## src/rtl/sha256_host_link.sv

```systemverilog
// Host-side link for the byte-serial SHA-256 core: buffer a message, burst it to the
// core without gaps, collect the 32-byte digest and compare it with the expected value.
module sha256_host_link #(
    parameter int unsigned MAX_LEN     = 55,
    parameter int unsigned TIMEOUT_CYC = 1023
) (
    input  logic         clk,
    input  logic         reset_n,
    input  logic [7:0]   in_data,
    input  logic         in_valid,
    input  logic         in_last,
    output logic         in_ready,
    output logic [7:0]   core_data,
    output logic         core_valid,
    input  logic [7:0]   dig_data,
    input  logic         dig_valid,
    input  logic [255:0] exp_digest,
    output logic [255:0] digest,
    output logic         done,
    output logic         match,
    output logic         err_len,
    output logic         err_timeout,
    output logic         busy
);

    localparam int unsigned TW = $clog2(TIMEOUT_CYC + 1);
    localparam logic [TW-1:0] TO_LAST = TW'(TIMEOUT_CYC - 1);

    typedef enum logic [2:0] {
        StIdle, StFill, StDrain, StBurst, StWait, StCollect, StDone
    } state_e;

    state_e         state_q, state_d;
    logic [5:0]     count_q, count_d;
    logic [5:0]     idx_q, idx_d;
    logic [TW-1:0]  tcnt_q, tcnt_d;
    logic           in_ready_q, in_ready_d;
    logic           core_valid_q, core_valid_d;
    logic [7:0]     core_data_q, core_data_d;
    logic [255:0]   digest_q, digest_d;
    logic           done_q, done_d;
    logic           match_q, match_d;
    logic           err_len_q, err_len_d;
    logic           err_timeout_q, err_timeout_d;
    logic [7:0]     msg_q [64];
    logic           wr_en;
    logic [5:0]     wr_addr;
    logic [4:0]     lane;
    logic           accept;

    assign accept = in_valid && in_ready_q;
    assign lane   = 5'd31 - idx_q[4:0];

    always_comb begin
        state_d       = state_q;
        count_d       = count_q;
        idx_d         = idx_q;
        tcnt_d        = tcnt_q;
        core_valid_d  = 1'b0;
        core_data_d   = core_data_q;
        digest_d      = digest_q;
        done_d        = 1'b0;
        match_d       = match_q;
        err_len_d     = err_len_q;
        err_timeout_d = err_timeout_q;
        wr_en         = 1'b0;
        wr_addr       = count_q;
        unique case (state_q)
            StIdle: begin
                if (accept) begin
                    wr_en         = 1'b1;
                    wr_addr       = 6'd0;
                    count_d       = 6'd1;
                    idx_d         = 6'd0;
                    match_d       = 1'b0;
                    err_len_d     = 1'b0;
                    err_timeout_d = 1'b0;
                    state_d       = in_last ? StBurst : StFill;
                end
            end
            StFill: begin
                if (accept) begin
                    if (count_q == 6'(MAX_LEN)) begin
                        // Overflow byte is dropped; an overlong message never reaches the core.
                        err_len_d = 1'b1;
                        match_d   = 1'b0;
                        state_d   = in_last ? StDone : StDrain;
                        done_d    = in_last;
                    end else begin
                        wr_en   = 1'b1;
                        count_d = count_q + 6'd1;
                        if (in_last) state_d = StBurst;
                    end
                end
            end
            StDrain: begin
                if (accept && in_last) begin
                    match_d = 1'b0;
                    state_d = StDone;
                    done_d  = 1'b1;
                end
            end
            StBurst: begin
                if (idx_q < count_q) begin
                    core_valid_d = 1'b1;
                    core_data_d  = msg_q[idx_q];
                    idx_d        = idx_q + 6'd1;
                end else begin
                    idx_d   = 6'd0;
                    tcnt_d  = '0;
                    state_d = StWait;
                end
            end
            StWait, StCollect: begin
                if (dig_valid) begin
                    digest_d[{lane, 3'b000} +: 8] = dig_data;
                    idx_d   = idx_q + 6'd1;
                    tcnt_d  = '0;
                    state_d = StCollect;
                    if (idx_q == 6'd31) begin
                        match_d = (digest_d == exp_digest);
                        state_d = StDone;
                        done_d  = 1'b1;
                    end
                end else if (tcnt_q == TO_LAST) begin
                    err_timeout_d = 1'b1;
                    match_d       = 1'b0;
                    state_d       = StDone;
                    done_d        = 1'b1;
                end else if (tcnt_q != '1) begin
                    tcnt_d = tcnt_q + 1'b1;
                end
            end
            StDone: begin
                state_d = StIdle;
            end
            default: state_d = StIdle;
        endcase
        in_ready_d = (state_d == StIdle) || (state_d == StFill) || (state_d == StDrain);
    end

    always_ff @(posedge clk or negedge reset_n) begin
        if (!reset_n) begin
            state_q       <= StIdle;
            count_q       <= '0;
            idx_q         <= '0;
            tcnt_q        <= '0;
            in_ready_q    <= 1'b0;
            core_valid_q  <= 1'b0;
            core_data_q   <= '0;
            digest_q      <= '0;
            done_q        <= 1'b0;
            match_q       <= 1'b0;
            err_len_q     <= 1'b0;
            err_timeout_q <= 1'b0;
        end else begin
            state_q       <= state_d;
            count_q       <= count_d;
            idx_q         <= idx_d;
            tcnt_q        <= tcnt_d;
            in_ready_q    <= in_ready_d;
            core_valid_q  <= core_valid_d;
            core_data_q   <= core_data_d;
            digest_q      <= digest_d;
            done_q        <= done_d;
            match_q       <= match_d;
            err_len_q     <= err_len_d;
            err_timeout_q <= err_timeout_d;
        end
    end

    always_ff @(posedge clk) begin
        if (wr_en) msg_q[wr_addr] <= in_data;
    end

    assign in_ready    = in_ready_q;
    assign core_valid  = core_valid_q;
    assign core_data   = core_data_q;
    assign digest      = digest_q;
    assign done        = done_q;
    assign match       = match_q;
    assign err_len     = err_len_q;
    assign err_timeout = err_timeout_q;
    assign busy        = (state_q != StIdle);

endmodule

```

## config.mk

```make
export PLATFORM = sky130hd
export DESIGN_NAME = sha256_host_link
export DESIGN_NICKNAME = d
export VERILOG_FILES = /design/src/rtl/sha256_host_link.sv
export SDC_FILE = /design/constraint.sdc
export NUM_CORES = 2
export LEC_CHECK = 0
export ABC_CLOCK_PERIOD_IN_PS = 7100
export CORE_MARGIN = 4
export CORE_UTILIZATION = 36
export DETAILED_ROUTE_END_ITERATION = 16
export PLACE_DENSITY = 0.62
export RECOVER_POWER = 100
export SLEW_MARGIN = 25
export SYNTH_ARGS = -nofsm -noshare
export SYNTH_HDL_FRONTEND = slang
export SYNTH_SLANG_ARGS = --single-unit
```

## constraint.sdc

```tcl
create_clock -name clk -period 7.1 [get_ports clk]
set_clock_uncertainty 0.2 [all_clocks]
set_input_delay 1.775 -clock clk [delete_from_list [all_inputs] [get_ports clk]]
set_output_delay 1.775 -clock clk [all_outputs]
set_load 0.05 [all_outputs]
```

; Word-level counts from Yosys, hierarchy flattened
; Memories as Yosys holds them, arrays and structs flattened. A register that Yosys moved wholly into a read port is not among the register bits.
; Index checks and enable logic that the tools add are counted.
[word_totals]
regBits = 287
ramBits = 512
output_inout_bits = 271
memories = 1
[classes]
add_sub_neg = 5
magnitude_cmp = 1
n_eq_ne = 25
shift = 2
n_mux = 57
n_reduce_logical = 22
[memory_table]
columns = name, words, word_bits, rd, rd_clocked_by_memory_dff, write_ports, line
row1 = msg_q, 64, 8, 1, 1, 1, 45  ; logic [7:0] msg_q [64];
[op_table]
columns = cell, n
row1 = bitwise mux 256 bit, 1
row2 = == test 256 bit, 1
row3 = "variable shift 8 x 10 -> 256 bit, first input constant", 1
row4 = indexed part select 8 x 10 -> 256 bit, 1
row5 = two-way mux 6 bit, 8
row6 = two-way mux 10 bit, 4
row7 = two-way mux 3 bit, 9
row8 = two-way mux 1 bit, 24
row9 = case mux 10 bit (2 select lines), 1
row10 = "!= test 2 bit, second input constant", 9
row11 = case mux 6 bit (3 select lines), 1
row12 = AND reduction 4 bit, 4
row13 = case mux 3 bit (5 select lines), 1
row14 = "adder 6 x 1 -> 6 bit, second input constant", 2
row15 = "!= test 3 bit, second input constant", 4
row16 = case mux 6 bit (2 select lines), 1
row17 = "adder 10 x 1 -> 10 bit, second input constant", 1
row18 = "== test 10 bit, second input constant", 1
row19 = "!= test 10 bit, second input constant", 1
row20 = negator 8 -> 10 bit, 1
row21 = "== test 3 x 2 -> 1 bit, second input constant", 3
row22 = AND reduction 7 bit, 1
row23 = "== test 3 x 1 -> 1 bit, second input constant", 2
row24 = "== test 3 bit, second input constant", 2
row25 = 18 further kinds, 28

; Logic depth before layout (Yosys ltp)
[logic_depth]
depth_word = 8
depth_mapped = 17

; Worst setup path after synthesis
; No wires, ideal clock.
[synth_path]
path_type = reg-to-reg
from = reg idx_q[0]
to = reg match_q, in the netlist match
setup_ns = 0.101
t_arrival_ns = 4.581
slack_ns = 2.218
stages_incl_launch_ff = 17
n_path_buf = 4
synth_period_minus_slack_ns = 4.882
cell_sequence = dfrtp_1 clkbuf_1 buf_1 buf_2 inv_1 ha_1 nand2b_1 clkbuf_1 nor2_1 nand3_1 a221o_1 or4_1 or4_1 or4_1 nor4_2 nand4_1 o32ai_1
[synth_via]
elab_chain_len = 8
word_cells_on_any_way = 12
[synth_rtl]
columns = element, line
row1 = "start, declared", 35  ; logic [5:0] idx_q, idx_d;
row2 = "start signal, assigned", 159  ; idx_q <= idx_d;
row3 = subtractor 5 bit, 52  ; assign lane = 5'd31 - idx_q[4:0];
row4 = negator 8 -> 10 bit, 116  ; digest_d[{lane, 3'b000} +: 8] = dig_data;
row5 = indexed part select 8 x 10 -> 256 bit or variable shift 8 x 10 -> 256 bit (tied branches), 116
row6 = bitwise mux 256 bit, 116
row7 = == test 256 bit, 121  ; match_d = (digest_d == exp_digest);
row8 = two-way mux 1 bit, 120  ; if (idx_q == 6'd31) begin
row9 = two-way mux 1 bit, 115  ; if (dig_valid) begin
row10 = case mux 1 bit (4 select lines), 68  ; unique case (state_q)
row11 = "end signal, assigned", 166  ; match_q <= match_d;
row12 = "end, declared", 42  ; logic match_q, match_d;
; Several ways; a longest one is shown, not always the timed one. The select of a mux whose other input is x is not followed.
; A chain may end at the register's enable or synchronous reset.

; Final worst setup path
[layout_path]
from = in dig_valid
to = reg digest_q[227], in the netlist digest[227]
[layout_via]
elab_chain_len = 1
[layout_rtl]
columns = element, line
row1 = "start, declared", 16  ; input logic dig_valid,
row2 = AND reduction 2 bit (no line), n/a
row3 = "end signal, assigned", 164  ; digest_q <= digest_d;
row4 = "end, declared", 40  ; logic [255:0] digest_q, digest_d;
; No other way between the ends.

==> flow_summary.yaml <==
logic_synthesis:
  synth_cell_types: 73
  synth_mux_area_share_pct: 15.38
  yosysTopAreaCellShare_pct: 40.13
  synth_fa_ha_area_share_pct: 0.3919
  avgSynthCellArea_um2: 12.91
  synthesis.area_um2: 38310
  synth_top_family_by_area: "multiplexers"
  netlist_top_cells_area: "edfxtp_1, dfrtp_1, mux4_2"
  ys_seq_area_share_pct: 59.40
  ys_warn_count: 0
  synth-compound-area-share_pct: 9.392
  synth_xor_area_share_pct: 3.406
  synth_edf_count: 512
  yosys.area.top_type: "edfxtp_1"
  async_flop_share_pct: 36.56
  synth_nets: 3256
  synth-simple-area-share_pct: 10.05
  ys.flop_type: "edfxtp_1"
  ys_ff_latch: 807
  syn_inst: 2967
worst_setup_path:
  crit_type: "input port to flop"
  arrival_ns: 6.68
  start_kind: "input port"
  r2r_cells: 12
  end_kind: "flop"
  path_max_fanout: 31
  crit_required_ns: 7.46
die:
  core_area_um2: 105400
  die_area_um2: 111700
  start_util_pct: 36.35
  die_h_um: 334.2
  ios: 548
  die_w_um: 334.2
  rows: 119
clock_network:
  post_cts_resized: 0
  ctsRootBufferMaster: "clkbuf_16"
  cts.sinks: 807
  clk_latency_ns: 0.69
  clockBufferDepth: 3
  path_clk_slew_ns: 0.06
  htree_levels: 3
  cts_tree: "built"
  ctsHoldBuffers: 0
  cts_setup_buffers: 0
  numCtsBuffers: 87
pwr:
  vdd_drop_max_uv: 250.9
  power_density_nw_per_um2: 285.1
  p_leak_nw: 17.69
cells_and_area:
  syn2layout_area_growth_pct: 26.81
  fin_nets: 3816
  layout_common_cells: "edfxtp_1, nand2_1, o21ai_0"
  drive_above_1_share_pct: 12.22
  final_common_cell: "edfxtp_1"
run:
  drv_cap: 10
sta:
  hold_viol: 0
  slew_viol_final: 561
  rsz0062_at_grt: "no"
  max-slew-margin-rel_pct: -99.36
  worstMarginPinSlew_ns: 2.990
  tns_ns: 0
  fin_crit_ns: 6.320
  finalCritPeriodShare_pct: 89.01
  fmax_mhz: 158.2
  setup_viol: 0
  fin_ws_ns: 0.7800
place:
  hpwl_mm: 149.0
  place_ws_ns: 1.127
  io_buffers: 547
  gp_congestion: 1.074
drt:
  antenna_left: 0
  dr_total_vias: 30500
  wire_per_inst_um: 37.95
  via_per_inst: 6.096
  drt_iter0_markers: 4179
  dr.pass1.iters: 8
  finalWirelength_mm: 189.9
  drcViolationCount: 0
global_routing:
  track_usage_pct: 33.12
  grt_pass1_wl_mm: 255.1
  overflow: 0
  grt_pass1_vias: 29280
  antenna_found_initial: 23
  grt_max_degree: 141
outcome:
  outcome: "complete, but fails checks"
  violations: "capacitance limit, slew limit"
hold_path:
  holdPathStages: 1
  hp-class: "flop to flop"
==> path summary, 6_finish.rpt <==
path,from,to,slack [ns]
worst max-delay path,dig_valid,digest[227],0.78
worst min-delay path,tcnt_q[7],tcnt_q[7],0.29
worst max register to register,idx_q[1],match,1.01
worst min register to register,tcnt_q[7],tcnt_q[7],0.29
max in group asynchronous,reset_n,digest[172],3.82
min in group asynchronous,reset_n,digest[211],1.23
==> synthesized netlist by cell type, drive strengths merged, types with 7 or more instances <==
master,count
a2111oi,17
a211oi,14
a21o,13
a21oi,72
a221oi,8
a22oi,11
a31oi,15
and2,16
and3,38
buf,33
clkbuf,117
dfrtp,295
edfxtp,512
ha,12
inv,45
mux2,46
mux2i,159
mux4,168
nand2,377
nand2b,18
nand3,62
nand4,31
nor2,167
nor2b,16
nor3,49
nor3b,11
nor4,21
o2111ai,20
o211ai,19
o21ai,300
o221ai,8
o22ai,19
o31ai,15
o32ai,7
or2,7
or4,8
xnor2,100
xor2,49
==> power breakdown <==
group / switching [W] / internal (W)
sequential: 0.000210 / 0.00516
clock: 0.00201 / 0.00275
combinational: 0.00236 / 0.00136
total: 0.00458 / 0.00927
==> per-layer routing <==
metal,wire [µm],track usage (%),vias up
li1,-,-,12440
met1,72360,42.33,15430
met2,82590,49.39,2052
met3,19470,9.585,553
met4,15320,21.49,18
met5,126,0,-
==> state kept, by name, indices dropped and copies added (netlist names) <==
name         cells
digest         256
err_len          1
core_data        8
msg_q          512
state_q          3
tcnt_q          10
match            1
in_ready         1
err_timeout      1
core_valid       1
count_q          6
done             1
idx_q            6
==> worst max-delay path, cell delays in order <==
cell	delay, ns
dlygate4sd3_1	0.67
and2_0	2.15
nand4_1	1.43
mux2_2	0.62
==> kinds of logic after synthesis <==
group	after synthesis
AND/OR/NAND/NOR	842
XOR/XNOR	149
buffers and inverters	197
AO/OA/AOI/OAI	587
multiplexers	373
adder cells (fa/ha/maj)	12
flip-flops	807
==> cell type report <==
cell class | instances | area [µm²]
antenna | 11 | 27.53
clock buffer | 120 | 2421
clock inverter | 43 | 605.6
fill | 9479 | 56830
inverter | 47 | 176.4
multi-input combinational | 1963 | 14860
sequential | 807 | 22760
tap | 1391 | 1740
timing repair buffer | 621 | 5992
==> per-stage QoR <==
| stage | power (W) | hold WS [ns] | cells | instance area, µm² | utilization, % |
|---|---|---|---|---|---|
| CTS | 0.01389 | 0.2805 | 4992 | 48650 | 46.15 |
| floorplan | 0.007525 | 0.2377 | 2967 | 38310 | - |
| detailed placement | 0.009160 | 0.2683 | 4829 | 45620 | 43.28 |
| global placement | 0.009159 | 0.2654 | 4829 | 45600 | 43.26 |
| finish | 0.01385 | 0.2874 | 5003 | 48590 | 46.09 |
| global route | 0.01423 | 0.3035 | 4996 | 48570 | 46.07 |
No activity file was read; power rests on OpenSTA's default activity.
